$ cat src/rtl/pc_sequencer_pkg.sv
// Shared pipeline definitions for the fetch-PC sequencer: state encoding,
// fetch increment, default boot address and target alignment helper.
package pc_sequencer_pkg;

    typedef enum logic [1:0] {
        StBoot,
        StRun,
        StHold,
        StPend
    } seq_state_e;

    localparam logic [31:0] PcIncr         = 32'd4;
    localparam logic [31:0] DefaultResetPc = 32'h0000_2000;

    function automatic logic [31:0] align_word(input logic [31:0] addr);
        return {addr[31:2], 2'b00};
    endfunction

endpackage

$ cat src/rtl/pc_sequencer_sat_counter.sv
// Saturating up-counter: increments on inc_i and sticks at all-ones.
module sat_counter #(
    parameter int unsigned Width = 16
) (
    input  logic             clk_i,
    input  logic             rst_ni,
    input  logic             inc_i,
    output logic [Width-1:0] count_o
);

    logic [Width-1:0] count_q, count_d;

    always_comb begin
        count_d = count_q;
        if (inc_i && (count_q != {Width{1'b1}})) begin
            count_d = count_q + Width'(1);
        end
    end

    always_ff @(posedge clk_i or negedge rst_ni) begin
        if (!rst_ni) begin
            count_q <= '0;
        end else begin
            count_q <= count_d;
        end
    end

    assign count_o = count_q;

endmodule

$ cat src/rtl/pc_sequencer.sv
// Fetch-PC sequencer: sequential fetch, EX-stage redirects, stall freeze with a
// captured pending redirect, sticky misalignment flag and redirect counter.
module pc_sequencer
    import pc_sequencer_pkg::*;
#(
    parameter logic [31:0] RESET_PC = DefaultResetPc,
    parameter int unsigned CNT_W    = 16
) (
    input  logic             clk,
    input  logic             rst_n,
    input  logic             Stall,
    input  logic             ImemReady,
    input  logic             ExValid,
    input  logic             Diverge,
    input  logic [31:0]      Target,
    output logic [31:0]      PC,
    output logic             FetchValid,
    output logic             FlushD,
    output logic             MisalignErr,
    output logic [CNT_W-1:0] RedirectCount
);

    seq_state_e  state_q, state_d;
    logic [31:0] pc_q, pc_d;
    logic [31:0] tgt_q, tgt_d;
    logic        mis_q, mis_d;
    logic        redirect;
    logic        accept;
    logic        fetch_valid;
    logic        flush;

    assign redirect = ExValid & Diverge;

    always_comb begin
        state_d     = state_q;
        pc_d        = pc_q;
        tgt_d       = tgt_q;
        fetch_valid = 1'b0;
        flush       = 1'b0;
        accept      = 1'b0;
        unique case (state_q)
            StBoot: begin
                state_d = StRun;
            end
            StRun: begin
                fetch_valid = 1'b1;
                if (!Stall) begin
                    if (redirect) begin
                        accept = 1'b1;
                        flush  = 1'b1;
                        pc_d   = align_word(Target);
                    end else if (ImemReady) begin
                        pc_d = pc_q + PcIncr;
                    end
                end else if (redirect) begin
                    accept  = 1'b1;
                    tgt_d   = align_word(Target);
                    state_d = StPend;
                end else begin
                    state_d = StHold;
                end
            end
            StHold: begin
                if (redirect) begin
                    accept  = 1'b1;
                    tgt_d   = align_word(Target);
                    state_d = StPend;
                end else if (!Stall) begin
                    state_d = StRun;
                end
            end
            StPend: begin
                // EX is frozen on the redirecting instruction, so Diverge is ignored here.
                if (!Stall) begin
                    pc_d    = tgt_q;
                    flush   = 1'b1;
                    state_d = StRun;
                end
            end
            default: begin
                state_d = StBoot;
            end
        endcase
        mis_d = mis_q | (accept & (Target[1:0] != 2'b00));
    end

    always_ff @(posedge clk or negedge rst_n) begin
        if (!rst_n) begin
            state_q <= StBoot;
            pc_q    <= RESET_PC;
            tgt_q   <= '0;
            mis_q   <= 1'b0;
        end else begin
            state_q <= state_d;
            pc_q    <= pc_d;
            tgt_q   <= tgt_d;
            mis_q   <= mis_d;
        end
    end

    sat_counter #(
        .Width (CNT_W)
    ) u_redirect_cnt (
        .clk_i   (clk),
        .rst_ni  (rst_n),
        .inc_i   (accept),
        .count_o (RedirectCount)
    );

    assign PC          = pc_q;
    assign FetchValid  = fetch_valid;
    assign FlushD      = flush;
    assign MisalignErr = mis_q;

endmodule

$ cat config.mk
export PLATFORM = sky130hd
export DESIGN_NAME = pc_sequencer
export DESIGN_NICKNAME = d
export VERILOG_FILES = /design/src/rtl/pc_sequencer_pkg.sv /design/src/rtl/pc_sequencer_sat_counter.sv /design/src/rtl/pc_sequencer.sv
export SDC_FILE = /design/constraint.sdc
export NUM_CORES = 1
export LEC_CHECK = 0
export CAP_MARGIN = 40
export CORE_AREA = 2 2 102 104
export CTS_CLUSTER_SIZE = 25
export DETAILED_ROUTE_END_ITERATION = 6
export DIE_AREA = 0 0 104 106
export HOLD_SLACK_MARGIN = 0.03
export PLACE_DENSITY = 0.84
export SLEW_MARGIN = 20
export SYNTH_ARGS = -nofsm -noshare
export SYNTH_HDL_FRONTEND = slang
export SYNTH_HIERARCHICAL = 1
export SYNTH_SLANG_ARGS = --single-unit
$ cat constraint.sdc
create_clock -name clk -period 1.8 [get_ports clk]
set_input_delay 0.27 -clock clk [delete_from_list [all_inputs] [get_ports clk]]
set_output_delay 0.27 -clock clk [all_outputs]
set_load 0.01 [all_outputs]
==> results.py, run 1 <==
metrics = {
    "run_status": {
        "outcome": "finished with violations",
        "violations": "setup timing",
    },
    "final_layout": {
        "num_antenna_cells": 0,
        "drive_above_1_share": 0.304,
        "final_cell_area_sq_um": 6890,
        "finalNetCount": 677,
        "syn_to_final_growth_pct": 51.5,
        "fillers": 693,
    },
    "sta": {
        "tightest_slew_ps": 644,
        "period_share": 1.13,
        "fmax_mhz": 490,
        "period_needed_ps": 2040,
        "rsz0062_at_grt": "true",
        "max-slew-margin-rel": 0.569,
        "fin_ws_ps": -240,
        "drv_slew": 0,
        "setup_viol": 64,
        "finClkSkew_ps": 19.7,
        "setup_tns_ps": -7970,
        "finalHoldViolations": 0,
    },
    "flow_run": {
        "maxCapViolations": 0,
    },
    "power": {
        "p_comb_frac": 0.551,
        "pwr-share-seq": 0.313,
        "internal_power_uw": 6290,
        "power_switching_uw": 4140,
        "swShare": 0.397,
        "p_leak_uw": 0.00293,
        "power_frac_clock": 0.136,
        "ir_drop_v": 0.000637,
        "powerDensity_nw_per_um2": 1510,
    },
    "detailed_routing": {
        "viasPerCell": 6.29,
        "drtIter0Drc": 440,
        "firstDrtPassIters": 5,
        "drc": 0,
        "ant_nets": 0,
        "wire_per_inst_um": 21.1,
        "num_vias": 4870,
        "drt-total-wl_um": 16300,
    },
    "floorplan": {
        "io_pins": 89,
        "rows": 37,
        "die_width_um": 104,
        "start_util": 0.455,
        "die-area_sq_um": 11000,
        "core_sq_um": 10000,
        "die_y_um": 106,
    },
    "worst_setup_path": {
        "critPathMaxStageDelay_ps": 450,
        "cpLargestDelayFamily": "compound AO/OA/AOI/OAI gates",
        "cp.depth": 10,
        "crit_chain": "buf_4 > ha_4 > nor2_2 > buf_4 > a211oi_4 > buf_6 > buf_6 > a32o_2 > a21oi_2 > o21ai_1",
        "r2r_cells": 10,
        "regToRegEndpoint": "PC[22]",
        "cpMaxStageDelayCell": "dfrtp_1",
        "worstPathArrival_ps": 2280,
        "worst-r2r-setup-slack_ps": -240,
        "cp-start-kind": "flop",
        "path_max_fanout": 5,
        "timing.rr.start": "state_q[1]",
        "end_kind": "flop",
        "cp_num_buf_inv": 4,
        "critical_path_class": "reg -> reg",
        "worstPathRequired_ps": 2040,
    },
    "yosys": {
        "seq_area_frac_synth": 0.435,
        "yosysUniqueCellTypes": 67,
        "synthCells": 470,
        "synth_warnings": 6,
        "synth_edf_count": 0,
        "netlist.area_leader.share": 0.429,
        "ys_async_sr_fraction": 1.00,
        "avgSynthCellArea_sq_um": 9.68,
        "synth_area_sq_um": 4550,
        "synth_ff_type": "dfrtp_1",
        "synth_top_cell_by_area": "dfrtp_1",
        "synthTopCellsByArea": "dfrtp_1 43%, mux2_2 6.9%, a21oi_1 3.6%, nand2_1 3.6%, o21ai_0 3.6%",
        "yosys_register_bits": 79,
    },
    "min_path": {
        "hp-class": "in -> async",
    },
    "clocking": {
        "cts-root-buf": "clkbuf_8",
        "cts_tree": "built",
        "cts_sinks": 79,
        "clkTransAtPathRegs_ps": 90,
        "cts-htree-levels": 3,
        "cts_buffer_depth": 2,
        "clk_latency_ps": 360,
        "cts_buffers": 9,
    },
    "global_route": {
        "grt_pass1_wl_um": 23400,
        "overflow": 0,
        "grt_pass1_vias": 4693,
        "grt_max_degree": 56,
        "antenna_found_initial": 0,
        "grt_usage": 0.264,
    },
    "placed_design": {
        "place_congestion": 0.878,
        "port_buffers": 86,
        "placed_area_sq_um": 6040,
        "dp_hpwl_um": 9300,
    },
}
worst register-to-register path, stage by stage (launching register included):
cell and delay, ps:
dfrtp_1 450, buf_4 170, ha_4 160, nor2_2 160
buf_4 140, a211oi_4 30, buf_6 130, buf_6 130
a32o_2 290, a21oi_2 160, o21ai_1 100
cell families (layout without fill, tap and decap cells):
| family | count (synthesis) | after routing | synth area share |
|---|---|---|---|
| buffers and inverters | 35 | 202 | 0.0347 |
| DFF | 79 | 79 | 0.435 |
| adders and majority gates | 6 | 6 | 0.0165 |
| other | 1 | 2 | 0.000825 |
| and+or+nand+nor | 168 | 168 | 0.212 |
| AOI/OAI and AO/OA | 127 | 127 | 0.180 |
| muxes | 33 | 33 | 0.0806 |
| xor gates and xnor gates | 21 | 21 | 0.0404 |
cell usage after synthesis, types with 3 or more instances:
cell type and count:
nand3_1 22, clkbuf_1 13, mux2_2 28, o31ai_1 4, inv_1 6, nand2_1 44
and2_1 3, o211ai_1 5, a31oi_1 13, mux2i_1 4, ha_1 6, o21a_1 5
xnor2_1 11, a21oi_1 33, nor2_1 30, o21ai_0 33, o22ai_1 3, dfrtp_1 78
nor3b_1 4, a22o_1 8, buf_2 9, nand4_1 19, xor2_1 10, nor4_4 3
nand2b_1 4, buf_1 4, and3_1 12, a211oi_1 4, nor3_1 4
placed cells by master (no fill, tap or decap), types with 3 or more instances in the layout:
cell type and n:
clkdlybuf4s50_1 82, dfrtp_1 78, buf_4 67, nand2_1 41, a21oi_1 29, mux2_4 28
nor2_1 25, o21ai_0 20, nand3_1 20, nand4_1 19, o21ai_1 14, buf_6 13
a31oi_1 11, xnor2_1 11, and3_1 10, xor2_1 10, clkbuf_8 10, a22o_1 8
buf_12 8, o211ai_1 5, o21a_1 5, nor3b_1 4, inv_1 4, nand3_2 4
a211oi_1 4, ha_4 4, and2_1 3, a21oi_2 3, nor2_2 3, nor3_1 3
nand2b_1 3, nor4_4 3, o31ai_1 3, nor2_4 3, mux2i_1 3, clkinvlp_4 3
repair_timing:
item	CTS	global route
gates cloned	4	2
resized for setup	36	75
setup endpoints to repair	73	77
pin swaps	7	14
buffers inserted	10	9
endpoints found under the hold margin	24	0
hold buffers	1	0
flip-flops by register name, summed over array words and instances, names as in the netlist:
register,flops
MisalignErr,1
PC,30
state_q,2
tgt_q,30
u_redirect_cnt/count_o,16
layout make-up:
| class | count | area, sq um | area share |
|---|---|---|---|
| Multi-Input combinational cell | 357 | 2730 | 0.396 |
| Clock inverter | 6 | 70.1 | 0.0102 |
| Timing Repair Buffer | 180 | 1780 | 0.259 |
| Tap cell | 136 | 170 | 0.0247 |
| Inverter | 6 | 25.0 | 0.00363 |
| Clock buffer | 10 | 138 | 0.0200 |
| Sequential cell | 79 | 1980 | 0.287 |
metrics by stage:
stage | utilization | power, uW | hold WS (ps) | instances | setup WS, ps
floorplan | - | 5460 | -25.6 | 471 | -31.8
global placement | 0.604 | 7360 | 197 | 734 | -272
detailed placement | 0.604 | 7590 | 205 | 734 | -334
CTS | 0.653 | 9340 | 368 | 765 | -126
global route | 0.689 | 10900 | 396 | 774 | -282
finish | 0.689 | 10400 | 376 | 774 | -240
power groups by stage:
stage	logic [uW]	clock network [uW]	registers [uW]
floorplan	2190	0	3270
global placement	4230	0	3130
detailed placement	4410	0	3180
CTS	4790	1400	3150
global route	6110	1500	3320
finish	5750	1410	3270
layer usage:
layer  track usage  routed length, um  up-vias  part of all wire
met2         0.469               7910      342              0.49
met5             0                  0        -                 0
met4         0.123               1040        0             0.064
li1              -                  -     2072                 -
met1         0.305               5810     2345              0.36
met3        0.0576               1540      111             0.094
worst max-delay path by stage:
stage | start | endpoint | slack [ps]
floorplan | state_q[0] | u_redirect_cnt/count_o[5] | -30
global placement | ExValid | PC[31] | -270
detailed placement | Diverge | PC[31] | -330
CTS | state_q[0] | tgt_q[5] | -130
global route | state_q[0] | u_redirect_cnt/count_o[15] | -280
finish | state_q[1] | PC[22] | -240
No activity file was read; power rests on OpenSTA's default activity.
==> run 2: changes to the inputs <==
- REMOVE_ABC_BUFFERS: unset -> 1
==> run 2 against run 1 <==
  * The run still ends with setup timing left
  * Combinational power fell by 4.3%
  * Utilization fell by 0.79 points
  * Clock power rose by 6%
  * Design area fell by 1.1%
  * Die area did not move
  * Sequential share of layout area rose by 0.37 points
  * Global-route usage fell by 1.6 points
  * Setup slack improved by 100 ps
  * Sequential cell count did not move
  * First-iteration DRC count fell by 0.68%
  * Critical endpoint is now PC[31]
==> results.py, run 2 (synthesis results as in run 1) <==
metrics = {
    "run_status": {
        "outcome": "finished with violations",
        "violations": "setup timing",
    },
    "min_path": {
        "hp-class": "reg -> reg",
    },
    "sta": {
        "period_needed_ps": 1940,
        "holdWs_ps": 471,
        "setup_viol": 46,
        "fin_ws_ps": -139,
        "finalHoldViolations": 0,
        "fmax_mhz": 516,
        "finClkSkew_ps": 13.3,
        "period_share": 1.08,
        "setup_tns_ps": -1770,
        "rsz0062_at_grt": "true",
        "drv_slew": 0,
    },
    "detailed_routing": {
        "firstDrtPassIters": 5,
        "ant_nets": 0,
        "num_vias": 4662,
        "drtIter0Drc": 437,
        "wire_per_inst_um": 19.7,
        "drt-total-wl_um": 15200,
        "viasPerCell": 6.03,
        "drc": 0,
    },
    "floorplan": {
        "rows": 37,
        "die-area_sq_um": 11000,
        "die_y_um": 106,
        "die_width_um": 104,
        "start_util": 0.455,
        "io_pins": 89,
        "core_sq_um": 10000,
    },
    "power": {
        "powerDensity_nw_per_um2": 1500,
        "p_leak_uw": 0.00288,
        "power_switching_uw": 3980,
        "internal_power_uw": 6250,
        "swShare": 0.389,
        "p_comb_frac": 0.538,
        "ir_drop_v": 0.000899,
        "pwr-share-seq": 0.316,
        "power_frac_clock": 0.147,
    },
    "clocking": {
        "clkTransAtPathRegs_ps": 90,
        "clk_latency_ps": 360,
        "cts-htree-levels": 3,
        "cts_tree": "built",
        "cts_buffer_depth": 2,
        "cts_sinks": 79,
        "cts-root-buf": "clkbuf_8",
        "cts_buffers": 9,
    },
    "placed_design": {
        "pre_cts_ws_ps": -365,
        "dp_hpwl_um": 9290,
        "placed_area_sq_um": 6000,
        "port_buffers": 86,
        "place_congestion": 0.890,
        "dp_cells": 734,
    },
    "final_layout": {
        "drive_above_1_share": 0.305,
        "syn_to_final_growth_pct": 49.8,
        "final_cell_mix": "82 x clkdlybuf4s50_1, 76 x dfrtp_1, 71 x buf_4",
        "finalNetCount": 676,
        "num_antenna_cells": 0,
        "instances_no_fill": 773,
        "final_cell_area_sq_um": 6810,
        "final_common_cell": "clkdlybuf4s50_1",
    },
    "worst_setup_path": {
        "crit_path_frequent_cell": "nand3_2",
        "worstPathRequired_ps": 2020,
        "path_max_fanout": 4,
        "crit_chain": "nand3_2 > nor4_4 > nand3_2 > nor4_1 > nor3_2",
        "worstPathArrival_ps": 2160,
        "critPathMaxStageDelay_ps": 550,
        "cp_num_buf_inv": 0,
        "cp-start-kind": "flop",
        "end_kind": "flop",
        "cpLargestDelayFamily": "simple AND/OR/NAND/NOR gates",
        "cpMaxStageDelayCell": "dfstp_2",
        "critical_path_class": "reg -> reg",
    },
    "global_route": {
        "grt_usage": 0.248,
        "grt_pass1_wl_um": 22100,
        "antenna_found_initial": 0,
        "grt_pass1_vias": 4572,
        "overflow": 0,
        "grt_max_degree": 80,
    },
    "flow_run": {
        "maxCapViolations": 0,
    },
}
## run 2: cell count changes in the layout (fill, tap and decap cells not counted), sizes merged
cell,before,now
buf,93,92
bufinv,1,2
clkinv,2,1
clkinvlp,3,2
inv,6,7
## run 2: cell type report
type	instances	area, sq um
clock buffer	10	128
inverter	6	22.5
sequential	79	1980
clock inverter	6	92.6
timing repair buffer	179	1690
multi-input combinational	357	2730
tap	136	170
fill	712	3190
## run 2: metrics by stage
| stage | power (uW) | util |
|---|---|---|
| after floorplan | 5270 | - |
| after global placement | 7280 | 0.600 |
| after detailed placement | 7520 | 0.600 |
| after CTS | 9280 | 0.638 |
| after global routing | 10700 | 0.681 |
| final | 10200 | 0.681 |
## run 2: per-layer routing
layer | vias up | GRT usage | part of all wire
met5 | - | 0 | 0
met4 | 0 | 0.115 | 0.035
met3 | 54 | 0.0503 | 0.082
met2 | 290 | 0.419 | 0.49
met1 | 2251 | 0.306 | 0.39
li1 | 2067 | - | -
## run 2: final timing paths
check | from | endpoint | slack, ps | cells after the start
min in group asynchronous | rst_n | tgt_q[11] | 480 | 3
max | PC[13] | PC[31] | -140 | 5
max in group asynchronous | rst_n | state_q[0] | 970 | 3
min | MisalignErr | MisalignErr | 470 | 1
max reg2reg | PC[13] | PC[31] | -140 | 5
min reg2reg | MisalignErr | MisalignErr | 470 | 1
## run 2: power groups by stage
stage | logic (uW) | registers, uW | clock network, uW
floorplan | 1990 | 3270 | 0
finish | 5500 | 3230 | 1500
CTS | 4640 | 3140 | 1500
global route | 5870 | 3300 | 1580
detailed placement | 4360 | 3150 | 0
global placement | 4180 | 3100 | 0
## run 2: repair_timing
| item | 4_1_cts | 5_1_grt |
|---|---|---|
| gates cloned | 0 | 4 |
| buffers inserted | 8 | 12 |
| endpoints found under the hold margin | 78 | 0 |
| hold buffers | 1 | 0 |
| endpoints found under the setup margin | 71 | 72 |
| pin swaps | 4 | 11 |
| resized for setup | 27 | 87 |
